[config.mk]
export PLATFORM = sky130hd
export DESIGN_NAME = fx_bus_arb_flat
export DESIGN_NICKNAME = d
export VERILOG_FILES = /design/src/rtl/fx_bus_arb_pkg.sv /design/src/rtl/fx_bus_arb_if.sv /design/src/rtl/fx_bus_arb_rr_pick.sv /design/src/rtl/fx_bus_arb.sv /design/src/flat_wrapper.sv
export SDC_FILE = /design/constraint.sdc
export NUM_CORES = 1
export LEC_CHECK = 0
export ABC_AREA = 1
export CAP_MARGIN = 20
export CORE_UTILIZATION = 28
export CTS_CLUSTER_SIZE = 24
export DETAILED_ROUTE_END_ITERATION = 7
export GPL_ROUTABILITY_DRIVEN = 0
export PLACE_DENSITY = 0.57
export SYNTH_ARGS = -nofsm -noshare
export SYNTH_HDL_FRONTEND = slang
export SYNTH_HIERARCHICAL = 1
export SYNTH_SLANG_ARGS = --single-unit
[constraint.sdc]
create_clock -name clk_sys -period 2.6 [get_ports clk_sys]
set_input_delay 0.39 -clock clk_sys [delete_from_list [all_inputs] [get_ports clk_sys]]
set_output_delay 0.39 -clock clk_sys [all_outputs]
set_load 0.05 [all_outputs]
[src/rtl/fx_bus_arb_pkg.sv]
// fx_bus_pkg: shared widths, FSM state type and the per-requester field
// extractor for the fx bus arbiter.
//   FX_AW/FX_DW    : fx bus address / data widths
//   FX_DEVW        : dev_id field width at the top of the address
//   FX_MAXREQ      : largest legal requester count (sizes the extractor)
package fx_bus_pkg;

   localparam int FX_AW     = 22;
   localparam int FX_DW     = 8;
   localparam int FX_DEVW   = 6;
   localparam int FX_MAXREQ = 4;

   typedef enum logic [1:0] {IDLE, ISSUE, WAIT} fx_state_e;

   typedef struct packed {
      logic                     wr;
      logic [FX_DEVW-1:0]       dev;
      logic [FX_AW-FX_DEVW-1:0] regn;
      logic [FX_DW-1:0]         wdata;
   } fx_req_t;

   // Pull requester i's access out of the flattened request vectors. Callers
   // zero-extend their vectors to FX_MAXREQ entries.
   function automatic fx_req_t fx_req_sel(
      input logic [FX_MAXREQ-1:0]       wr,
      input logic [FX_MAXREQ*FX_AW-1:0] addr,
      input logic [FX_MAXREQ*FX_DW-1:0] wdata,
      input logic [1:0]                 i
   );
      fx_req_t r;
      r.wr                 = wr[i];
      {r.dev, r.regn}      = addr[i*FX_AW +: FX_AW];
      r.wdata              = wdata[i*FX_DW +: FX_DW];
      return r;
   endfunction

endpackage

[src/rtl/fx_bus_arb_if.sv]
// fx_bus_arb_if: requester handshake plus fx register bus, bundled.
//   master : requester / slave-bank side (drives req_*, fx_q)
//   slave  : arbiter side (drives req_rdy, rsp_*, fx_wr/fx_rd strobes)
interface fx_bus_arb_if #(parameter int NREQ = 2);
   import fx_bus_pkg::*;

   logic [NREQ-1:0]       req_vld;
   logic [NREQ-1:0]       req_wr;
   logic [NREQ*FX_AW-1:0] req_addr;
   logic [NREQ*FX_DW-1:0] req_wdata;
   logic [NREQ-1:0]       req_rdy;
   logic [NREQ-1:0]       rsp_vld;
   logic [FX_DW-1:0]      rsp_data;
   logic                  fx_wr;
   logic [FX_AW-1:0]      fx_waddr;
   logic [FX_DW-1:0]      fx_data;
   logic                  fx_rd;
   logic [FX_AW-1:0]      fx_raddr;
   logic [FX_DW-1:0]      fx_q;

   modport master (
      output req_vld, req_wr, req_addr, req_wdata, fx_q,
      input  req_rdy, rsp_vld, rsp_data, fx_wr, fx_waddr, fx_data, fx_rd, fx_raddr
   );

   modport slave (
      input  req_vld, req_wr, req_addr, req_wdata, fx_q,
      output req_rdy, rsp_vld, rsp_data, fx_wr, fx_waddr, fx_data, fx_rd, fx_raddr
   );

endinterface

[src/rtl/fx_bus_arb_rr_pick.sv]
// fx_rr_pick: combinational round-robin picker.
//   req : request vector
//   ptr : last winner; the search starts at ptr+1 mod NREQ
//   gnt : one-hot grant (all zero when req is zero)
//   idx : index of the granted requester
module fx_rr_pick #(
   parameter int NREQ = 2,
   parameter int IW   = 1
) (
   input  logic [NREQ-1:0] req,
   input  logic [IW-1:0]   ptr,
   output logic [NREQ-1:0] gnt,
   output logic [IW-1:0]   idx
);

   // Both loops unroll, so every req bit is selected by a constant index.
   always_comb begin
      logic found;
      gnt   = '0;
      idx   = '0;
      found = 1'b0;
      for (int k = 1; k <= NREQ; k++) begin
         for (int i = 0; i < NREQ; i++) begin
            if (!found && req[i] && (i == (int'(ptr) + k) % NREQ)) begin
               found  = 1'b1;
               gnt[i] = 1'b1;
               idx    = IW'(i);
            end
         end
      end
   end

endmodule

[src/rtl/fx_bus_arb.sv]
// fx_bus_arb: arbitrates NREQ requesters onto the shared fx register bus,
// one access at a time, and returns read data RD_LAT cycles after fx_rd.
//   clk_sys, rst : clock, asynchronous active-high reset
//   bus (slave)  : req_vld/req_wr/req_addr/req_wdata in, req_rdy/rsp_vld/
//                  rsp_data out, fx_wr/fx_waddr/fx_data/fx_rd/fx_raddr out,
//                  fx_q in (OR of all slave read data)
// Build option FX_ARB_PRIO_EN: fixed priority (requester 0 highest) instead
// of round-robin; the pointer register disappears.
module fx_bus_arb
   import fx_bus_pkg::*;
#(
   parameter int NREQ   = 2,
   parameter int RD_LAT = 1
) (
   input logic         clk_sys,
   input logic         rst,
   fx_bus_arb_if.slave bus
);

   localparam int IW = $clog2(NREQ);
   localparam int CW = 2;

   fx_state_e        state_q;
   logic [IW-1:0]    win_q;
   logic [CW-1:0]    cnt_q;
   logic [NREQ-1:0]  req_rdy_q, rsp_vld_q;
   logic [FX_DW-1:0] rsp_data_q, fx_data_q;
   logic [FX_AW-1:0] fx_waddr_q, fx_raddr_q;
   logic             fx_wr_q, fx_rd_q;

   logic [NREQ-1:0]  gnt;
   logic [IW-1:0]    gnt_idx;
   fx_req_t          win_req;

`ifdef FX_ARB_PRIO_EN
   // Descending scan so the lowest requesting index wins.
   always_comb begin
      gnt     = '0;
      gnt_idx = '0;
      for (int i = NREQ - 1; i >= 0; i--) begin
         if (bus.req_vld[i]) begin
            gnt     = '0;
            gnt[i]  = 1'b1;
            gnt_idx = IW'(i);
         end
      end
   end
`else
   logic [IW-1:0] ptr_q;

   fx_rr_pick #(.NREQ(NREQ), .IW(IW)) u_pick (
      .req (bus.req_vld),
      .ptr (ptr_q),
      .gnt (gnt),
      .idx (gnt_idx)
   );
`endif

   assign win_req = fx_req_sel(FX_MAXREQ'(bus.req_wr),
                               (FX_MAXREQ*FX_AW)'(bus.req_addr),
                               (FX_MAXREQ*FX_DW)'(bus.req_wdata),
                               2'(gnt_idx));

   // Strobes and req_rdy are loaded on the IDLE->ISSUE edge so they are
   // visible exactly during the ISSUE cycle; every other cycle they return
   // to zero, which keeps the bus at its idle values.
   always_ff @(posedge clk_sys or posedge rst) begin
      if (rst) begin
         state_q    <= IDLE;
         win_q      <= '0;
`ifndef FX_ARB_PRIO_EN
         ptr_q      <= '0;
`endif
         cnt_q      <= '0;
         req_rdy_q  <= '0;
         rsp_vld_q  <= '0;
         rsp_data_q <= '0;
         fx_wr_q    <= 1'b0;
         fx_rd_q    <= 1'b0;
         fx_waddr_q <= '0;
         fx_raddr_q <= '0;
         fx_data_q  <= '0;
      end else begin
         req_rdy_q  <= '0;
         rsp_vld_q  <= '0;
         fx_wr_q    <= 1'b0;
         fx_rd_q    <= 1'b0;
         fx_waddr_q <= '0;
         fx_raddr_q <= '0;
         fx_data_q  <= '0;
         case (state_q)
            IDLE: begin
               if (|bus.req_vld) begin
                  win_q     <= gnt_idx;
`ifndef FX_ARB_PRIO_EN
                  ptr_q     <= gnt_idx;
`endif
                  req_rdy_q <= gnt;
                  if (win_req.wr) begin
                     fx_wr_q    <= 1'b1;
                     fx_waddr_q <= {win_req.dev, win_req.regn};
                     fx_data_q  <= win_req.wdata;
                  end else begin
                     fx_rd_q    <= 1'b1;
                     fx_raddr_q <= {win_req.dev, win_req.regn};
                  end
                  state_q <= ISSUE;
               end
            end
            ISSUE: begin
               if (fx_rd_q) begin
                  cnt_q   <= CW'(RD_LAT);
                  state_q <= WAIT;
               end else begin
                  state_q <= IDLE;
               end
            end
            WAIT: begin
               // cnt_q==1 marks the cycle RD_LAT after the strobe, when fx_q
               // is valid; rsp_vld then lands in the following IDLE cycle.
               if (cnt_q == CW'(1)) begin
                  rsp_data_q       <= bus.fx_q;
                  rsp_vld_q[win_q] <= 1'b1;
                  state_q          <= IDLE;
               end else begin
                  cnt_q <= cnt_q - CW'(1);
               end
            end
            default: state_q <= IDLE;
         endcase
      end
   end

   assign bus.req_rdy  = req_rdy_q;
   assign bus.rsp_vld  = rsp_vld_q;
   assign bus.rsp_data = rsp_data_q;
   assign bus.fx_wr    = fx_wr_q;
   assign bus.fx_waddr = fx_waddr_q;
   assign bus.fx_data  = fx_data_q;
   assign bus.fx_rd    = fx_rd_q;
   assign bus.fx_raddr = fx_raddr_q;

endmodule

[src/flat_wrapper.sv]
// flat-port wrapper written by rule: the top's interface ports become plain ports
module fx_bus_arb_flat import fx_bus_pkg::*;
#(
   parameter int NREQ   = 2,
   parameter int RD_LAT = 1
)
  (clk_sys, rst, bus_req_vld, bus_req_wr, bus_req_addr, bus_req_wdata, bus_fx_q, bus_req_rdy, bus_rsp_vld, bus_rsp_data, bus_fx_wr, bus_fx_waddr, bus_fx_data, bus_fx_rd, bus_fx_raddr);
  fx_bus_arb_if #(.NREQ(NREQ)) bus_i ();
  input logic clk_sys;
  input logic rst;
  input wire logic [$bits(bus_i.req_vld)-1:0] bus_req_vld;
  input wire logic [$bits(bus_i.req_wr)-1:0] bus_req_wr;
  input wire logic [$bits(bus_i.req_addr)-1:0] bus_req_addr;
  input wire logic [$bits(bus_i.req_wdata)-1:0] bus_req_wdata;
  input wire logic [$bits(bus_i.fx_q)-1:0] bus_fx_q;
  output wire logic [$bits(bus_i.req_rdy)-1:0] bus_req_rdy;
  output wire logic [$bits(bus_i.rsp_vld)-1:0] bus_rsp_vld;
  output wire logic [$bits(bus_i.rsp_data)-1:0] bus_rsp_data;
  output wire logic [$bits(bus_i.fx_wr)-1:0] bus_fx_wr;
  output wire logic [$bits(bus_i.fx_waddr)-1:0] bus_fx_waddr;
  output wire logic [$bits(bus_i.fx_data)-1:0] bus_fx_data;
  output wire logic [$bits(bus_i.fx_rd)-1:0] bus_fx_rd;
  output wire logic [$bits(bus_i.fx_raddr)-1:0] bus_fx_raddr;
  assign bus_i.req_vld = bus_req_vld;
  assign bus_i.req_wr = bus_req_wr;
  assign bus_i.req_addr = bus_req_addr;
  assign bus_i.req_wdata = bus_req_wdata;
  assign bus_i.fx_q = bus_fx_q;
  assign bus_req_rdy = bus_i.req_rdy;
  assign bus_rsp_vld = bus_i.rsp_vld;
  assign bus_rsp_data = bus_i.rsp_data;
  assign bus_fx_wr = bus_i.fx_wr;
  assign bus_fx_waddr = bus_i.fx_waddr;
  assign bus_fx_data = bus_i.fx_data;
  assign bus_fx_rd = bus_i.fx_rd;
  assign bus_fx_raddr = bus_i.fx_raddr;
  fx_bus_arb #(.NREQ(NREQ), .RD_LAT(RD_LAT)) u_core (.clk_sys(clk_sys), .rst(rst), .bus(bus_i));
endmodule
==> report_table.html, run 1 <==
<table>
<tr><th>Metric</th><th>Value</th></tr>
<tr><th colspan="2">Yosys</th></tr>
<tr><td>Flops &amp; latches, synth</td><td>71</td></tr>
<tr><td>Largest cells by area after synthesis</td><td>sky130_fd_sc_hd__dfrtp_1 (64%), sky130_fd_sc_hd__nor2_1 (7.9%), sky130_fd_sc_hd__or2_2 (5.0%)</td></tr>
<tr><td>Asr flop ratio synth</td><td>100%</td></tr>
<tr><td>Cell type with the highest aggregate area in the netlist</td><td>sky130_fd_sc_hd__dfrtp_1</td></tr>
<tr><td>Cell types with the highest counts after synthesis</td><td>sky130_fd_sc_hd__dfrtp_1 (71), sky130_fd_sc_hd__nor2_1 (58), sky130_fd_sc_hd__nand2_1 (36), sky130_fd_sc_hd__inv_1 (22), sky130_fd_sc_hd__or2_2 (22)</td></tr>
<tr><td>Total standard cell area after synthesis</td><td>0.00277 mm^2</td></tr>
<tr><td>Post-synth EDFFs</td><td>0</td></tr>
<tr><td>Synthesis warning total</td><td>6</td></tr>
<tr><td>Share of synthesized area occupied by flip-flops and latches</td><td>64.2%</td></tr>
<tr><td>Cell with the most instances after synthesis</td><td>sky130_fd_sc_hd__dfrtp_1</td></tr>
<tr><td>Dominant register cell in the synthesized netlist</td><td>sky130_fd_sc_hd__dfrtp_1</td></tr>
<tr><td>Library cells used by synthesis</td><td>21</td></tr>
<tr><td>Net count of the mapped netlist</td><td>354</td></tr>
<tr><td>Share of the synthesized area in the top cell type</td><td>64.2%</td></tr>
<tr><td>Mapped Cells</td><td>279</td></tr>
<tr><td>Syn_area_per_cell</td><td>9.92 um^2</td></tr>
<tr><th colspan="2">Global routing</th></tr>
<tr><td>Met2 track demand over resource in global routing</td><td>24.0%</td></tr>
<tr><td>Number of antenna violations at the first check in global routing</td><td>0</td></tr>
<tr><td>Wire length of the first global-routing pass</td><td>11,200 um</td></tr>
<tr><td>Met3 Resource Use GR</td><td>4.49%</td></tr>
<tr><td>Grt peak-use layer</td><td>met2</td></tr>
<tr><td>Gr ovfl total</td><td>0</td></tr>
<tr><td>Number of global-route vias before repair</td><td>2,348</td></tr>
<tr><td>GR Layer Usage met1</td><td>17.7%</td></tr>
<tr><td>Gr usage total</td><td>14.6%</td></tr>
<tr><td>Largest net degree at the start of global routing</td><td>28</td></tr>
<tr><th colspan="2">Place</th></tr>
<tr><td>IO buf count</td><td>139</td></tr>
<tr><td>Instance count after placement with tap cells included</td><td>541</td></tr>
<tr><td>Placed cell areas</td><td>0.00429 mm^2</td></tr>
<tr><td>Detailed placement HPWL</td><td>5240 um</td></tr>
<tr><th colspan="2">Worst setup path</th></tr>
<tr><td>Largest stage delay on the critical path</td><td>0.81 ns</td></tr>
<tr><td>Critical-path top delay cell</td><td>sky130_fd_sc_hd__clkdlybuf4s50_1</td></tr>
<tr><td>Critical-path cell list</td><td>clkdlybuf4s50_1</td></tr>
<tr><td>Data required time at the worst endpoint</td><td>2.21 ns</td></tr>
<tr><td>Capturing element type of the critical path</td><td>output port</td></tr>
<tr><td>Critical path type</td><td>reg2out</td></tr>
<tr><td>Crit start category</td><td>register</td></tr>
<tr><td>Cell family with the largest share of critical-path delay</td><td>buffers and inverters</td></tr>
<tr><td>Maximum fanout count along the critical path</td><td>2</td></tr>
<tr><td>Buffer and inverter count on the worst path</td><td>1</td></tr>
<tr><td>Arrival time of the worst setup path</td><td>1.51 ns</td></tr>
<tr><th colspan="2">Layout</th></tr>
<tr><td>Count of nets after finishing</td><td>498</td></tr>
<tr><td>Design area</td><td>0.00450 mm^2</td></tr>
<tr><td>Area growth from synthesis to layout</td><td>62.8%</td></tr>
<tr><td>Count of inserted antenna diode cells</td><td>0</td></tr>
<tr><td>Final cell count without fillers</td><td>556</td></tr>
<tr><td>Share of layout cells above drive strength 1</td><td>13.1%</td></tr>
<tr><td>Final design utilization</td><td>47.8%</td></tr>
<tr><td>Fillers</td><td>918</td></tr>
<tr><th colspan="2">Detailed routing</th></tr>
<tr><td>Number of design rule violations left after detail routing</td><td>0</td></tr>
<tr><td>Avg WL per Cell</td><td>12.6 um</td></tr>
<tr><td>Overall via count from detail_route</td><td>2,297</td></tr>
<tr><td>Number of DRC markers in iteration 0</td><td>51</td></tr>
<tr><td>Remaining antenna violation count after routing</td><td>0</td></tr>
<tr><td>Mean number of vias per cell</td><td>4.13</td></tr>
<tr><td>Post-detailed-routing wire length</td><td>6990 um</td></tr>
<tr><td>Total iterations of the first detailed-routing run</td><td>4</td></tr>
<tr><th colspan="2">Timing</th></tr>
<tr><td>Clock period minus final worst setup slack</td><td>1.90 ns</td></tr>
<tr><td>Setup Skew</td><td>0.00888 ns</td></tr>
<tr><td>Tcrit/Tclk final</td><td>73.2%</td></tr>
<tr><td>Final setup violating endpoints</td><td>0</td></tr>
<tr><td>Final Max Tran Viols</td><td>0</td></tr>
<tr><td>Unrepaired setup endpoints after global routing</td><td>false</td></tr>
<tr><td>Transition time at the pin with the least slew margin</td><td>0.537 ns</td></tr>
<tr><td>Top achievable clock speed</td><td>0.525 GHz</td></tr>
<tr><td>Total negative setup slack</td><td>0 ns</td></tr>
<tr><td>Hold_ws</td><td>0.426 ns</td></tr>
<tr><td>Worst slew margin</td><td>64.1%</td></tr>
<tr><td>Count of endpoints failing hold in the final timing report</td><td>0</td></tr>
<tr><th colspan="2">Die</th></tr>
<tr><td>Die outline area</td><td>0.0103 mm^2</td></tr>
<tr><td>Core ar.</td><td>0.00942 mm^2</td></tr>
<tr><td>Floorplan die width</td><td>101 um</td></tr>
<tr><td>Height of the chip</td><td>101 um</td></tr>
<tr><td>Count of standard-cell rows</td><td>35</td></tr>
<tr><td>Num ports</td><td>140</td></tr>
<tr><td>Initial Utilization</td><td>29.4%</td></tr>
<tr><th colspan="2">Clock tree</th></tr>
<tr><td>Clock transition at the register clock pins on the worst setup and hold paths after CTS</td><td>0.08 ns</td></tr>
<tr><td>Total clock buffers created by CTS</td><td>9</td></tr>
<tr><td>Root buffer selected by CTS</td><td>sky130_fd_sc_hd__clkbuf_8</td></tr>
<tr><td>CTS H-tree lvls</td><td>3</td></tr>
<tr><td>CTS Hold Buffers Added</td><td>0</td></tr>
<tr><td>Number of buffers added for setup after CTS</td><td>0</td></tr>
<tr><td>Clock tree from TritonCTS</td><td>yes</td></tr>
<tr><td>PostCTS Resize Cnt</td><td>0</td></tr>
<tr><td>TritonCTS sink count</td><td>71</td></tr>
<tr><td>Clock latency on the worst-skew pair</td><td>0.33 ns</td></tr>
<tr><td>Clk buf depth</td><td>2</td></tr>
<tr><th colspan="2">Pwr</th></tr>
<tr><td>Reported leakage power</td><td>0.00214 uW</td></tr>
<tr><td>Maximum vdd drop</td><td>386 uV</td></tr>
<tr><td>Pwr Density</td><td>1000 mW/mm^2</td></tr>
<tr><th colspan="2">Worst hold path</th></tr>
<tr><td>Path type of the worst min-delay path</td><td>in2async</td></tr>
<tr><th colspan="2">Job</th></tr>
<tr><td>Number of max-capacitance violations reported</td><td>0</td></tr>
<tr><th colspan="2">Run status</th></tr>
<tr><td>Outcome</td><td>finished clean</td></tr>
</table>
layer usage:
metal	vias to the layer above	share of wire, %
met5	-	0
met3	9	7.9
met1	1055	43
li1	1145	-
met4	0	1.4
met2	88	47
power by group:
| group | total (uW) | leakage [uW] | switching, uW | internal (uW) |
|---|---|---|---|---|
| clock network | 931 | 0.000105 | 398 | 533 |
| logic | 2080 | 0.00109 | 1390 | 687 |
| registers | 1500 | 0.000944 | 127 | 1370 |
sequential cells by signal, indices dropped and copies added (netlist names):
register,count
u_core/bus.fx_raddr,22
u_core/bus.req_rdy,2
u_core/bus.fx_data,8
u_core/ptr_q,1
u_core/state_q,2
u_core/bus.rsp_data,8
u_core/bus.fx_rd,1
u_core/bus.fx_wr,1
u_core/cnt_q,2
u_core/bus.rsp_vld,2
u_core/bus.fx_waddr,22
cells in the final DEF (no fill, tap or decap):
cell type and count:
sky130_fd_sc_hd__a21boi_4 1, sky130_fd_sc_hd__a21oi_1 8, sky130_fd_sc_hd__a21oi_2 1, sky130_fd_sc_hd__buf_12 1, sky130_fd_sc_hd__buf_4 6, sky130_fd_sc_hd__bufinv_16 2
sky130_fd_sc_hd__clkbuf_8 9, sky130_fd_sc_hd__clkdlybuf4s50_1 139, sky130_fd_sc_hd__clkinv_2 2, sky130_fd_sc_hd__clkinv_4 1, sky130_fd_sc_hd__clkinvlp_4 1, sky130_fd_sc_hd__dfrtp_1 71
sky130_fd_sc_hd__ha_1 1, sky130_fd_sc_hd__inv_1 21, sky130_fd_sc_hd__inv_2 4, sky130_fd_sc_hd__nand2_1 36, sky130_fd_sc_hd__nand2_2 4, sky130_fd_sc_hd__nand3_1 12
sky130_fd_sc_hd__nand4_1 1, sky130_fd_sc_hd__nor2_1 58, sky130_fd_sc_hd__nor2_4 2, sky130_fd_sc_hd__o21ai_0 18, sky130_fd_sc_hd__o21ai_1 6, sky130_fd_sc_hd__or2_2 22
path summary, 6_finish.rpt:
path                                                    start  slack [ns]                                 end  cells after the start
hold reg to reg            u_core/bus.rsp_data[5]$_DFFE_PP0P_        0.47  u_core/bus.rsp_data[5]$_DFFE_PP0P_                      2
min in group clk_sys       u_core/bus.rsp_data[5]$_DFFE_PP0P_        0.47  u_core/bus.rsp_data[5]$_DFFE_PP0P_                      2
max in group asynchronous                                 rst        1.42     u_core/bus.fx_data[7]$_DFF_PP0_                      3
setup reg to reg                     u_core/ptr_q$_DFFE_PP0P_        0.89    u_core/bus.fx_waddr[3]$_DFF_PP0_                      7
hold / removal                                            rst        0.43    u_core/bus.fx_waddr[2]$_DFF_PP0_                      2
setup / recovery                   u_core/bus.fx_rd$_DFF_PP0_        0.70                           bus_fx_rd                      1
through the flow:
step	power, uW	setup slack [ns]
2_1_floorplan	2880	0.413
3_3_place_gp	3610	0.427
3_5_place_dp	3630	0.381
4_1_cts	4580	0.665
5_1_grt	4770	0.553
6_report	4510	0.696
kinds of logic after synthesis:
kind of cell    Yosys count  share of synthesized area, %
compound gates           34                          6.51
fa+ha+maj                 1                         0.452
simple gates            135                          21.8
flops                    71                          64.2
buf+inv                  38                          6.97
cell type report:
class | count | area, um^2 | share of cell area, %
clock buffer | 9 | 124 | 2.75
clock inverter | 6 | 86.3 | 1.92
inverter | 25 | 93.8 | 2.08
multi-input combinational | 170 | 805 | 17.9
sequential | 71 | 1780 | 39.5
tap | 129 | 161 | 3.58
timing repair buffer | 146 | 1460 | 32.3
(Power assumes the default switching activity.)
==> run 2: changes to the inputs <==
Settings changed: PLACE_DENSITY 0.57 to 0.59.
Clock period 2.6 ns to 1.7 ns, I/O delays scaled along.
==> run 2 against run 1 <==
Net effect: clock-buffer cell count increased by 2; design area decreased by 1.3%; first-iteration DRC count decreased by 20%; sequential power increased by 53%.
==> report_table.html, run 2 (synthesis gave the netlist of run 1 again) <==
<table>
<tr><th>Metric</th><th>Value</th></tr>
<tr><th colspan="2">Run status</th></tr>
<tr><td>Outcome</td><td>finished clean</td></tr>
<tr><th colspan="2">Timing</th></tr>
<tr><td>Unrepaired setup endpoints after global routing</td><td>false</td></tr>
<tr><td>Worst slew margin</td><td>67.2% (+3.2 points)</td></tr>
<tr><td>Count of endpoints failing hold in the final timing report</td><td>0 (unchanged)</td></tr>
<tr><td>Transition time at the pin with the least slew margin</td><td>0.494 ns (-0.0438 ns)</td></tr>
<tr><td>Hold_ws</td><td>0.372 ns (-0.0534 ns)</td></tr>
<tr><td>Setup Skew</td><td>0.00908 ns (+0.000201 ns)</td></tr>
<tr><td>Top achievable clock speed</td><td>0.654 GHz</td></tr>
<tr><td>Tcrit/Tclk final</td><td>89.9%</td></tr>
<tr><td>Clock period minus final worst setup slack</td><td>1.53 ns</td></tr>
<tr><td>Post-layout worst setup margin</td><td>0.171 ns (-0.525 ns)</td></tr>
<tr><td>Final setup violating endpoints</td><td>0 (unchanged)</td></tr>
<tr><td>Final Max Tran Viols</td><td>0 (unchanged)</td></tr>
<tr><th colspan="2">Layout</th></tr>
<tr><td>Count of nets after finishing</td><td>505 (+1.4%)</td></tr>
<tr><td>Area of combinational cells with multiple inputs</td><td>805 um^2 (unchanged)</td></tr>
<tr><td>Area growth from synthesis to layout</td><td>60.6%</td></tr>
<tr><td>Final cell count without fillers</td><td>564 (+1.4%)</td></tr>
<tr><td>Sequential cell area</td><td>0.00178 mm^2 (unchanged)</td></tr>
<tr><td>Count of inserted antenna diode cells</td><td>0 (unchanged)</td></tr>
<tr><td>Share of layout cells above drive strength 1</td><td>27.8% (+15 points)</td></tr>
<tr><td>Fillers</td><td>913 (-0.54%)</td></tr>
<tr><td>Leading cell type in the layout, fill and taps excluded</td><td>sky130_fd_sc_hd__clkdlybuf4s50_1</td></tr>
<tr><td>Leading cell types in the layout, fill and taps excluded</td><td>sky130_fd_sc_hd__clkdlybuf4s50_1 (73), sky130_fd_sc_hd__dfrtp_1 (71), sky130_fd_sc_hd__buf_4 (67)</td></tr>
<tr><th colspan="2">Clock tree</th></tr>
<tr><td>CTS Hold Buffers Added</td><td>0 (unchanged)</td></tr>
<tr><td>Total clock buffers created by CTS</td><td>9 (unchanged)</td></tr>
<tr><td>Root buffer selected by CTS</td><td>sky130_fd_sc_hd__clkbuf_8</td></tr>
<tr><td>Number of buffers added for setup after CTS</td><td>0 (unchanged)</td></tr>
<tr><td>CTS H-tree lvls</td><td>3 (unchanged)</td></tr>
<tr><td>TritonCTS sink count</td><td>71 (unchanged)</td></tr>
<tr><td>Clk buf depth</td><td>2 (unchanged)</td></tr>
<tr><td>Clock tree from TritonCTS</td><td>yes</td></tr>
<tr><td>Clock latency on the worst-skew pair</td><td>0.34 ns (about the same)</td></tr>
<tr><td>Clock transition at the register clock pins on the worst setup and hold paths after CTS</td><td>0.07 ns (about the same)</td></tr>
<tr><th colspan="2">Worst setup path</th></tr>
<tr><td>Arrival time of the worst setup path</td><td>1.79 ns (+0.28 ns)</td></tr>
<tr><td>Number of cell instances on the worst register-to-register path</td><td>7 (unchanged)</td></tr>
<tr><td>Largest stage delay on the critical path</td><td>0.47 ns (-0.34 ns)</td></tr>
<tr><td>Critical path type</td><td>reg2reg</td></tr>
<tr><td>Capturing element type of the critical path</td><td>register</td></tr>
<tr><td>Buffer and inverter count on the worst path</td><td>2 (+1)</td></tr>
<tr><td>Startpoint of the worst-slack reg-to-reg timing path</td><td>u_core/ptr_q$_DFFE_PP0P_</td></tr>
<tr><td>Critical-path top delay cell</td><td>sky130_fd_sc_hd__dfrtp_1</td></tr>
<tr><td>Cell family with the largest share of critical-path delay</td><td>flip-flops</td></tr>
<tr><td>R2R setup slack</td><td>0.17 ns (-0.72 ns)</td></tr>
<tr><td>Crit start category</td><td>register</td></tr>
<tr><td>Maximum fanout count along the critical path</td><td>28 (+26)</td></tr>
<tr><td>Critical-path cell list</td><td>a21boi_4 -&gt; buf_4 -&gt; nand2_1 -&gt; o21ai_0 -&gt; nand2_2 -&gt; buf_12 -&gt; nor2_1</td></tr>
<tr><td>Capturing point of the worst reg2reg path</td><td>u_core/bus.fx_data[7]$_DFF_PP0_</td></tr>
<tr><td>Data required time at the worst endpoint</td><td>1.96 ns (-0.25 ns)</td></tr>
<tr><th colspan="2">Pwr</th></tr>
<tr><td>Reported leakage power</td><td>0.00232 uW (+8.4%)</td></tr>
<tr><td>Maximum vdd drop</td><td>547 uV (+42%)</td></tr>
<tr><td>Pwr Density</td><td>1530 mW/mm^2 (+53%)</td></tr>
<tr><th colspan="2">Die</th></tr>
<tr><td>Num ports</td><td>140 (unchanged)</td></tr>
<tr><td>Die outline area</td><td>0.0103 mm^2 (unchanged)</td></tr>
<tr><td>Height of the chip</td><td>101 um (unchanged)</td></tr>
<tr><td>Floorplan die width</td><td>101 um (unchanged)</td></tr>
<tr><td>Count of standard-cell rows</td><td>35 (unchanged)</td></tr>
<tr><td>Initial Utilization</td><td>29.4% (unchanged)</td></tr>
<tr><td>Core ar.</td><td>0.00942 mm^2 (unchanged)</td></tr>
<tr><th colspan="2">Worst hold path</th></tr>
<tr><td>Path type of the worst min-delay path</td><td>in2async</td></tr>
<tr><th colspan="2">Job</th></tr>
<tr><td>Number of max-capacitance violations reported</td><td>0 (unchanged)</td></tr>
<tr><th colspan="2">Detailed routing</th></tr>
<tr><td>Wire length on met3</td><td>600 um (+8.5%)</td></tr>
<tr><td>Top Layer Used</td><td>met4</td></tr>
<tr><td>Number of design rule violations left after detail routing</td><td>0 (unchanged)</td></tr>
<tr><td>Mean number of vias per cell</td><td>4.14 (+0.30%)</td></tr>
<tr><td>Total iterations of the first detailed-routing run</td><td>4 (unchanged)</td></tr>
<tr><td>DR WL met2</td><td>3420 um (+2.9%)</td></tr>
<tr><td>Avg WL per Cell</td><td>12.4 um (-1.6%)</td></tr>
<tr><td>Overall via count from detail_route</td><td>2,337 (+1.7%)</td></tr>
<tr><td>Post-detailed-routing wire length</td><td>6980 um (-0.21%)</td></tr>
<tr><td>Total routed wire length on the met1 layer</td><td>2880 um (-4.7%)</td></tr>
<tr><td>Remaining antenna violation count after routing</td><td>0 (unchanged)</td></tr>
<tr><td>Number of DRC markers in iteration 0</td><td>41 (-20%)</td></tr>
<tr><th colspan="2">Place</th></tr>
<tr><td>Pre-CTS worst setup slack</td><td>-0.132 ns (-0.513 ns)</td></tr>
<tr><td>Detailed placement HPWL</td><td>5180 um (-1.1%)</td></tr>
<tr><td>IO buf count</td><td>139 (unchanged)</td></tr>
<tr><td>Instance count after placement with tap cells included</td><td>548 (+1.3%)</td></tr>
<tr><th colspan="2">Global routing</th></tr>
<tr><td>Number of global-route vias before repair</td><td>2,467 (+5.1%)</td></tr>
<tr><td>Gr usage total</td><td>14.7% (+0.097 points)</td></tr>
<tr><td>Number of antenna violations at the first check in global routing</td><td>0 (unchanged)</td></tr>
<tr><td>Wire length of the first global-routing pass</td><td>11,300 um (+1.5%)</td></tr>
<tr><td>Largest net degree at the start of global routing</td><td>72 (+160%)</td></tr>
<tr><td>Gr ovfl total</td><td>0 (unchanged)</td></tr>
</table>
-- run 2: how the worst max path moves through the flow --
stage,start,to,cells after the start
3_5_place_dp,bus_req_vld[0],u_core/bus.fx_data[7]$_DFF_PP0_,8
5_1_grt,u_core/ptr_q$_DFFE_PP0P_,u_core/bus.fx_data[7]$_DFF_PP0_,7
2_1_floorplan,u_core/ptr_q$_DFFE_PP0P_,u_core/bus.fx_raddr[10]$_DFF_PP0_,5
6_report,u_core/ptr_q$_DFFE_PP0P_,u_core/bus.fx_data[7]$_DFF_PP0_,7
3_3_place_gp,bus_req_vld[1],u_core/bus.fx_waddr[18]$_DFF_PP0_,7
4_1_cts,u_core/ptr_q$_DFFE_PP0P_,u_core/bus.fx_data[7]$_DFF_PP0_,7
-- run 2: final cells by class --
cell class	instances	area share [%]
clock buffers	11	3.18
inverters	25	2.20
repair buffers	153	31.6
flip-flops and latches	71	40.0
well taps	129	3.63
clock inverters	5	1.30
multi-input cells	170	18.1
-- run 2: per-layer routing --
layer	GRT usage, %	vias up
li1	-	1157
met3	5.24	8
met5	0	-
met4	5.69	0
met1	16.2	1078
met2	26.0	94
-- run 2: where the power goes --
| group | total, uW | internal, uW | switching [uW] |
|---|---|---|---|
| clock | 1340 | 719 | 617 |
| combinational | 3160 | 1010 | 2150 |
| sequential | 2300 | 2100 | 198 |
| total | 6790 | 3830 | 2960 |
-- run 2: tightest hold or removal path: stages --
cell and delay (ns):
sky130_fd_sc_hd__clkdlybuf4s50_1 0.44, sky130_fd_sc_hd__clkinvlp_4 0.10, sky130_fd_sc_hd__buf_12 0.32
-- run 2: what timing repair did --
action,CTS,global route
resized for setup,8,0
setup endpoints to repair,8,0
hold endpoints to repair,0,0
-- run 2: through the flow --
step | utilization (%) | TNS [ns] | power, uW | instance area (um^2)
after CTS | 47.2 | 0 | 6880 | 4440
after global placement | 45.2 | -3.17 | 5530 | 4250
after detailed placement | 45.2 | -4.51 | 5570 | 4250
after floorplan | - | 0 | 4410 | 2770
final | 47.2 | 0 | 6790 | 4440
after global routing | 47.2 | 0 | 7180 | 4440
==> run 3: changes to the inputs <==
Settings changed: CORE_ASPECT_RATIO from default to 0.9, CTS_CLUSTER_SIZE 24 to default, SLEW_MARGIN from default to 20.
==> run 3 against run 2 <==
Net effect: total power is 1.8% lower; clock-buffer cell count is 1 lower; highest routed layer unchanged; die area hardly changed; global-route usage is 0.32 points lower; cell count is 0.35% lower; combinational power hardly changed; fmax is 3.5% higher; via count is 0.90% lower.
==> report_table.html, run 3 (synthesis gave the netlist of run 1 again) <==
<table>
<tr><th>Metric</th><th>Value</th></tr>
<tr><th colspan="2">Run status</th></tr>
<tr><td>Outcome</td><td>finished clean</td></tr>
<tr><th colspan="2">Timing</th></tr>
<tr><td>Unrepaired setup endpoints after global routing</td><td>false</td></tr>
<tr><td>Final setup violating endpoints</td><td>0 (unchanged)</td></tr>
<tr><td>Worst slew margin</td><td>67.1% (-0.13 points)</td></tr>
<tr><td>Count of endpoints failing hold in the final timing report</td><td>0 (unchanged)</td></tr>
<tr><td>Post-layout worst setup margin</td><td>0.223 ns (+0.0521 ns)</td></tr>
<tr><td>Total negative setup slack</td><td>0 ns (unchanged)</td></tr>
<tr><td>Setup Skew</td><td>0.00684 ns (-0.00224 ns)</td></tr>
<tr><td>Clock period minus final worst setup slack</td><td>1.48 ns (-0.0521 ns)</td></tr>
<tr><td>Transition time at the pin with the least slew margin</td><td>0.496 ns (+0.00198 ns)</td></tr>
<tr><td>Tcrit/Tclk final</td><td>86.9% (-3.1 points)</td></tr>
<tr><td>Top achievable clock speed</td><td>0.677 GHz (+3.5%)</td></tr>
<tr><td>Final Max Tran Viols</td><td>0 (unchanged)</td></tr>
<tr><th colspan="2">Global routing</th></tr>
<tr><td>Wire length of the first global-routing pass</td><td>11,100 um (-1.9%)</td></tr>
<tr><td>Gr usage total</td><td>14.4% (-0.32 points)</td></tr>
<tr><td>Number of global-route vias before repair</td><td>2,325 (-5.8%)</td></tr>
<tr><td>Gr ovfl total</td><td>0 (unchanged)</td></tr>
<tr><td>Number of antenna violations at the first check in global routing</td><td>0 (unchanged)</td></tr>
<tr><td>Largest net degree at the start of global routing</td><td>45 (-38%)</td></tr>
<tr><th colspan="2">Die</th></tr>
<tr><td>Count of standard-cell rows</td><td>34 (-2.9%)</td></tr>
<tr><td>Core ar.</td><td>0.00961 mm^2 (+2.1%)</td></tr>
<tr><td>Initial Utilization</td><td>28.8% (-0.61 points)</td></tr>
<tr><td>Num ports</td><td>140 (unchanged)</td></tr>
<tr><td>Die outline area</td><td>0.0103 mm^2 (about the same)</td></tr>
<tr><td>Height of the chip</td><td>96.3 um (-5.0%)</td></tr>
<tr><td>Floorplan die width</td><td>107 um (+5.3%)</td></tr>
<tr><th colspan="2">Clock tree</th></tr>
<tr><td>Clk buf depth</td><td>2 (unchanged)</td></tr>
<tr><td>Total clock buffers created by CTS</td><td>9 (unchanged)</td></tr>
<tr><td>Root buffer selected by CTS</td><td>sky130_fd_sc_hd__clkbuf_8</td></tr>
<tr><td>Number of buffers added for setup after CTS</td><td>0 (unchanged)</td></tr>
<tr><td>CTS Hold Buffers Added</td><td>0 (unchanged)</td></tr>
<tr><td>Clock latency on the worst-skew pair</td><td>0.33 ns (about the same)</td></tr>
<tr><td>Clock tree from TritonCTS</td><td>yes</td></tr>
<tr><td>Clock transition at the register clock pins on the worst setup and hold paths after CTS</td><td>0.08 ns (about the same)</td></tr>
<tr><td>TritonCTS sink count</td><td>71 (unchanged)</td></tr>
<tr><td>CTS H-tree lvls</td><td>3 (unchanged)</td></tr>
<tr><th colspan="2">Detailed routing</th></tr>
<tr><td>Mean number of vias per cell</td><td>4.12 (-0.55%)</td></tr>
<tr><td>Post-detailed-routing wire length</td><td>7190 um (+3.0%)</td></tr>
<tr><td>Number of design rule violations left after detail routing</td><td>0 (unchanged)</td></tr>
<tr><td>Avg WL per Cell</td><td>12.8 um (+3.4%)</td></tr>
<tr><td>Overall via count from detail_route</td><td>2,316 (-0.90%)</td></tr>
<tr><td>Remaining antenna violation count after routing</td><td>0 (unchanged)</td></tr>
<tr><td>Total iterations of the first detailed-routing run</td><td>4 (unchanged)</td></tr>
<tr><td>Number of DRC markers in iteration 0</td><td>52 (+27%)</td></tr>
<tr><th colspan="2">Worst setup path</th></tr>
<tr><td>R2R setup slack</td><td>0.22 ns (+0.05 ns)</td></tr>
<tr><td>Crit start category</td><td>register</td></tr>
<tr><td>Critical-path cell list</td><td>a21boi_2 -&gt; inv_2 -&gt; buf_12 -&gt; o21ai_0 -&gt; nor2_1</td></tr>
<tr><td>Critical-path top delay cell</td><td>sky130_fd_sc_hd__dfrtp_1</td></tr>
<tr><td>Capturing point of the worst reg2reg path</td><td>u_core/bus.fx_waddr[8]$_DFF_PP0_</td></tr>
<tr><td>Capturing element type of the critical path</td><td>register</td></tr>
<tr><td>Critical path type</td><td>reg2reg</td></tr>
<tr><td>Number of cell instances on the worst register-to-register path</td><td>5 (-2)</td></tr>
<tr><td>Arrival time of the worst setup path</td><td>1.68 ns (-0.11 ns)</td></tr>
<tr><td>Maximum fanout count along the critical path</td><td>17 (-39%)</td></tr>
<tr><td>Data required time at the worst endpoint</td><td>1.90 ns (-0.06 ns)</td></tr>
<tr><td>Startpoint of the worst-slack reg-to-reg timing path</td><td>u_core/ptr_q$_DFFE_PP0P_</td></tr>
<tr><td>Largest stage delay on the critical path</td><td>0.43 ns (-0.04 ns)</td></tr>
<tr><th colspan="2">Layout</th></tr>
<tr><td>Design area</td><td>0.00442 mm^2 (-0.62%)</td></tr>
<tr><td>Count of nets after finishing</td><td>506 (+0.20%)</td></tr>
<tr><td>Final cell count without fillers</td><td>562 (-0.35%)</td></tr>
<tr><td>Count of inserted antenna diode cells</td><td>0 (unchanged)</td></tr>
<tr><td>Area growth from synthesis to layout</td><td>59.6%</td></tr>
<tr><td>Fillers</td><td>968 (+6.0%)</td></tr>
<tr><td>Leading cell types in the layout, fill and taps excluded</td><td>sky130_fd_sc_hd__buf_4 (74), sky130_fd_sc_hd__clkdlybuf4s50_1 (73), sky130_fd_sc_hd__dfrtp_1 (71)</td></tr>
<tr><td>Leading cell type in the layout, fill and taps excluded</td><td>sky130_fd_sc_hd__buf_4</td></tr>
<tr><td>Share of layout cells above drive strength 1</td><td>29.6% (+1.8 points)</td></tr>
<tr><th colspan="2">Job</th></tr>
<tr><td>Number of max-capacitance violations reported</td><td>0 (unchanged)</td></tr>
<tr><th colspan="2">Place</th></tr>
<tr><td>Placed cell areas</td><td>0.00424 mm^2 (-0.44%)</td></tr>
<tr><td>Detailed placement HPWL</td><td>5380 um (+3.8%)</td></tr>
<tr><td>Pre-CTS worst setup slack</td><td>-0.116 ns (+0.0164 ns)</td></tr>
<tr><td>Instance count after placement with tap cells included</td><td>546 (-0.36%)</td></tr>
<tr><td>IO buf count</td><td>139 (unchanged)</td></tr>
<tr><th colspan="2">Pwr</th></tr>
<tr><td>Pwr Total</td><td>6670 uW (-1.8%)</td></tr>
<tr><td>Maximum vdd drop</td><td>678 uV (+24%)</td></tr>
<tr><td>Pwr Density</td><td>1510 mW/mm^2 (-1.2%)</td></tr>
<tr><td>Reported leakage power</td><td>0.00229 uW (-1.4%)</td></tr>
<tr><th colspan="2">Worst hold path</th></tr>
<tr><td>Path type of the worst min-delay path</td><td>in2async</td></tr>
</table>
[run 3: critical path, delay by kind of cell (launching register included)]
family / cells / cell delay (ns)
AOI/OAI and AO/OA: 2 / 0.54
and+or+nand+nor: 1 / 0.09
DFF: 1 / 0.43
buffers and inverters: 2 / 0.27
[run 3: worst max path at each step]
stage,to,slack (ns),from,cells after the start
global placement,u_core/bus.fx_waddr[2]$_DFF_PP0_,-0.12,bus_req_vld[1],6
global route,u_core/bus.fx_waddr[3]$_DFF_PP0_,0.1,u_core/ptr_q$_DFFE_PP0P_,5
floorplan,u_core/bus.fx_raddr[10]$_DFF_PP0_,0.38,u_core/ptr_q$_DFFE_PP0P_,5
finish,u_core/bus.fx_waddr[8]$_DFF_PP0_,0.22,u_core/ptr_q$_DFFE_PP0P_,5
detailed placement,u_core/bus.fx_waddr[8]$_DFF_PP0_,-0.12,bus_req_vld[1],6
CTS,u_core/bus.fx_waddr[8]$_DFF_PP0_,0.20,u_core/ptr_q$_DFFE_PP0P_,5
[run 3: metrics by stage]
step	utilization (%)	hold WS (ns)
after floorplan	-	0.400
after global routing	45.9	0.361
final	45.9	0.339
after CTS	45.9	0.326
after global placement	44.1	0.458
after detailed placement	44.1	0.465
[run 3: metal layers]
metal | GRT usage [%] | routed length, um | vias to the layer above
met5 | 0 | 0 | -
met2 | 24.3 | 3350 | 95
li1 | - | - | 1165
met3 | 5.96 | 662 | 2
met4 | 4.45 | 10 | 0
met1 | 16.8 | 3160 | 1054
[run 3: final cells by class]
type | count | area (um^2) | share of cell area (%)
sequential | 71 | 1780 | 40.2
timing repair buffer | 154 | 1400 | 31.8
multi-input combinational | 170 | 797 | 18.1
tap | 126 | 158 | 3.57
clock buffer | 10 | 138 | 3.12
inverter | 25 | 97.6 | 2.21
clock inverter | 6 | 45.0 | 1.02
[run 3: what timing repair did]
action / in CTS / in global routing
gates resized for setup: 2 / 0
setup endpoints to repair: 2 / 0
hold endpoints to repair: 0 / 0
[run 3: where the power goes]
part / total [uW] / internal, uW / switching, uW
registers: 2300 / 2100 / 201
clock network: 1210 / 573 / 638
logic: 3150 / 1010 / 2150
==> RTL change 1, RTL diff (config.mk and constraints of run 3) <==
Re-encode `fx_state_e` (3 states) as one-hot, 3 bits wide.
--- a/src/rtl/fx_bus_arb_pkg.sv
+++ b/src/rtl/fx_bus_arb_pkg.sv
@@ -10,7 +10,7 @@
    localparam int FX_DEVW   = 6;
    localparam int FX_MAXREQ = 4;
 
-   typedef enum logic [1:0] {IDLE, ISSUE, WAIT} fx_state_e;
+   typedef enum logic [2:0] {IDLE = 3'b001, ISSUE = 3'b010, WAIT = 3'b100} fx_state_e;
 
    typedef struct packed {
       logic                     wr;
Check against the original RTL: same outputs for any inputs over 4 cycles, from zero or initial values and one cycle with rst high; so few cycles prove little.
==> RTL change 1 against run 3 <==
Routed wire length shrank 5.9%; sequential cell count grew 1; final area grew 1.8%; critical endpoint is now u_core/bus.fx_raddr[20]; worst setup slack gained 0.0056 ns; maximum frequency grew 0.38%; area after synthesis grew 0.32%; power shrank 0.47%; via count shrank 2.5%; synthesized cell count shrank 7.5%; die area grew 0.31%.
==> RTL change 1: results (changes against run 3) <==
metric	value	unit	change
Filler cells	929		was 968
part of the power in combinational logic	0.435		was 0.473
Post-DP Area	0.00428	mm²	was 0.00424 mm²
Initial DRC Count	62		was 52
wl on met1	2720	µm	was 3160 µm
Synth Net Count	334		was 354
CP max FO	16		was 17
fmax	0.680	GHz	was 0.677 GHz
worst rel slew slack	0.678		was 0.671
layout cells sized above 1	0.243		was 0.296
status	complete, no violations		unchanged
vias per inst	4.18		was 4.12
commonest cells in the netlist	71 x dfrtp_1, 51 x nand2_1, 51 x nor2_1		was 71 x dfrtp_1, 58 x nor2_1, 36 x nand2_1
Leak	2.31	nW	was 2.29 nW
largest cells by area after synthesis	dfrtp_1 64%, mux2i_1 7.9%, nand2_1 6.9%, nor2_1 6.9%, nand3_1 2.3%		was dfrtp_1 64%, nor2_1 7.9%, or2_2 5.0%, nand2_1 4.9%, o21ai_0 3.3%
GR met2 Demand/Resource	0.234		was 0.243
R2R cell count	4		was 5
met3 usage	0.0577		was 0.0596
Nets	486		was 506
Overall Global Routing Usage	0.136		was 0.144
Clock power frac	0.222		was 0.182
sequential fraction of the synthesis area	0.650		was 0.642
first-pass GRT wire length	10400	µm	was 11,100 µm
worst vdd ir	0.852	mV	was 0.678 mV
RR Endpoint	u_core/bus.fx_raddr[20]		was u_core/bus.fx_waddr[8]
WL per Instance	12.5	µm	was 12.8 µm
met1 Usage GRT	0.149		was 0.168
HPWL Detailed	5020	µm	was 5380 µm
met2 WL	3350	µm	about the same
clk_skew	0.0115	ns	was 0.00684 ns
worst slack, placed	-0.134	ns	was -0.116 ns
Hold WS	0.270	ns	was 0.339 ns
RTL change 1: cell types whose count changed in the layout (fill, tap and decap cells not counted), sizes merged, moves of 2 or more:
cell         delta
inv             -8
mux2i          +22
nand2          +13
nor2            -7
o21ai          -23
or2            -22
bufinv          +2
clkinvlp        -2
nand3           +2
buf             -5
dlygate4sd2     +4
RTL change 1: critical path: stages (launching register included):
cell	delay [ns]
dfrtp_1	0.45
a21boi_4	0.29
buf_12	0.21
mux2i_1	0.30
nor2_1	0.09
RTL change 1: layout make-up:
type / count / area share
clock buffers: 9 / 0.0276
clock inverters: 7 / 0.0212
inverters: 17 / 0.0150
multi-input cells: 157 / 0.183
flip-flops and latches: 72 / 0.401
well taps: 126 / 0.0351
repair buffers: 153 / 0.317
RTL change 1: how the worst min path moves through the flow:
stage | from | to
2_1_floorplan | bus_req_wdata[14] | u_core/bus.fx_data[6]
3_3_place_gp | u_core/bus.rsp_data[2] | u_core/bus.rsp_data[2]
3_5_place_dp | u_core/bus.rsp_data[6] | u_core/bus.rsp_data[6]
4_1_cts | rst | u_core/bus.fx_data[2]
5_1_grt | rst | u_core/bus.fx_data[2]
6_report | rst | u_core/bus.fx_data[2]
RTL change 1: cells by family after synthesis:
| group | share of synthesized area |
|---|---|
| fa+ha+maj | 0.00902 |
| flops | 0.650 |
| simple gates | 0.180 |
| buf+inv | 0.0568 |
| compound gates | 0.0248 |
| mux | 0.0794 |
RTL change 1: per-stage QoR:
step,cells,TNS (ns),util
finish,541,0,0.466
global placement,525,-1.48,0.444
floorplan,258,0,-
detailed placement,525,-1.73,0.444
CTS,541,0,0.466
global route,541,0,0.466
RTL change 1: timing repair:
| item | 4_1_cts | 5_1_grt |
|---|---|---|
| gates resized for setup | 6 | 0 |
| endpoints found under the setup margin | 6 | 0 |
| hold endpoints to repair | 0 | 0 |
==> RTL change 2, RTL diff (settings of run 3) <==
Without the edit above. Change the package constant `FX_AW` from 22 to 11.
--- a/src/rtl/fx_bus_arb_pkg.sv
+++ b/src/rtl/fx_bus_arb_pkg.sv
@@ -5,7 +5,7 @@
 //   FX_MAXREQ      : largest legal requester count (sizes the extractor)
 package fx_bus_pkg;
 
-   localparam int FX_AW     = 22;
+   localparam int FX_AW     = 11;
    localparam int FX_DW     = 8;
    localparam int FX_DEVW   = 6;
    localparam int FX_MAXREQ = 4;
Interface: changed (resized bus_fx_raddr, bus_fx_waddr and bus_req_addr); port bits go from 140 to 96. The function was not compared with the original's and may differ.
==> RTL change 2 against run 3 <==
Worst setup slack improved by 0.070 ns; highest routed layer unchanged; critical endpoint is now u_core/bus.fx_raddr[10]; maximum frequency rose by 5.0%; routed wire length is 35% lower; sequential power down 28%; sequential cell count shrank 22; die area down 23%; clock power decreased by 45%; area after synthesis decreased by 24%; largest cell class unchanged; global-route usage fell by 2.1 points; register-to-register slack better by 0.08 ns; clock skew increased by 0.0038 ns; power is 29% lower; final area is 28% lower.
==> RTL change 2: results (changes against run 3) <==
metric	value	unit	change
status	complete, no violations		unchanged
combinational power	2.39	mW	was 3.15 mW
Post-DP Area	0.00310	mm²	was 0.00424 mm²
Initial DRC Count	28		was 52
tap cells	93		was 126
critical path data arrival time	1.63	ns	was 1.68 ns
post-synthesis compound-gate area fraction	0.0808		was 0.0651
Synth Net Count	262		was 354
vias per inst	3.99		was 4.12
number of global-route vias before repair	1492		was 2,325
Flop pwr share	0.351		was 0.345
area share of fa/ha/maj cells after synthesis	0.00594		was 0.00452
met2 WL	2060	µm	was 3350 µm
Nets	364		was 506
CP max FO	23		was 17
via count	1616		was 2,316
worst rel slew slack	0.659		was 0.671
port bufs	95		was 139
Post-CTS Resized	0		was 2
Filler cells	702		was 968
clk cell area share	0.0270		was 0.0414
first-pass GRT wire length	7450	µm	was 11,100 µm
Sw Pwr	2.17	mW	was 2.98 mW
Layout non-clock buf frac	0.301		was 0.318
layout cells sized above 1	0.375		was 0.296
clock sink count	49		was 71
HPWL Detailed	3510	µm	was 5380 µm
FF+latch area	0.00123	mm²	was 0.00178 mm²
later-pin clock latency in the skew report	0.29	ns	was 0.33 ns
largest cells by area after synthesis	dfrtp_1 58%, nor2_2 8.3%, nand2_1 6.4%, o21ai_2 5.0%, inv_1 4.1%		was dfrtp_1 64%, nor2_1 7.9%, or2_2 5.0%, nand2_1 4.9%, o21ai_0 3.3%
wl on met1	2200	µm	was 3160 µm
Signal buffers	104		was 154
GR met2 Demand/Resource	0.173		was 0.243
multi-input gate share of the layout cell area	0.221		was 0.181
Total Wirelength	4670	µm	was 7190 µm
clk_skew	0.0106	ns	was 0.00684 ns
Pwr Density	1470	mW/mm²	was 1510 mW/mm²
CP Launch Point	bus_req_vld[1]		was u_core/ptr_q
Avg Inst Size Synth	10.1	µm²	was 9.92 µm²
Overall Global Routing Usage	0.123		was 0.144
RR Endpoint	u_core/bus.fx_raddr[10]		was u_core/bus.fx_waddr[8]
met1 Usage GRT	0.174		was 0.168
H-Tree Level Count	2		was 3
pin count of the biggest net entering global routing	50		was 45
Leak	1.67	nW	was 2.29 nW
#MultiIn Comb	126		was 170
R2R cell count	6		was 5
RTL change 2: worst max-delay path, stage by stage:
cell	delay (ns)
clkdlybuf4s50_1	0.48
a21boi_2	0.23
buf_12	0.18
nand2_1	0.06
nand2_1	0.07
nand2_2	0.21
nor2_1	0.15
RTL change 2: through the flow:
step                      setup slack, ns  setup TNS [ns]  hold slack [ns]
after floorplan                     0.272               0            0.400
after global placement            -0.0355          -0.298            0.457
after detailed placement          -0.0493          -0.445            0.466
after CTS                         0.00579               0            0.327
after global routing                0.167               0            0.348
final                               0.294               0            0.333
RTL change 2: worst min path at each step:
stage	endpoint	slack, ns	depth (start not counted)
4_1_cts	u_core/bus.fx_rd	0.33	3
3_5_place_dp	u_core/bus.rsp_data[5]	0.47	2
5_1_grt	u_core/bus.fx_waddr[6]	0.35	3
6_report	u_core/bus.fx_waddr[1]	0.33	3
3_3_place_gp	u_core/bus.rsp_data[4]	0.46	2
2_1_floorplan	u_core/bus.req_rdy[0]	0.40	3
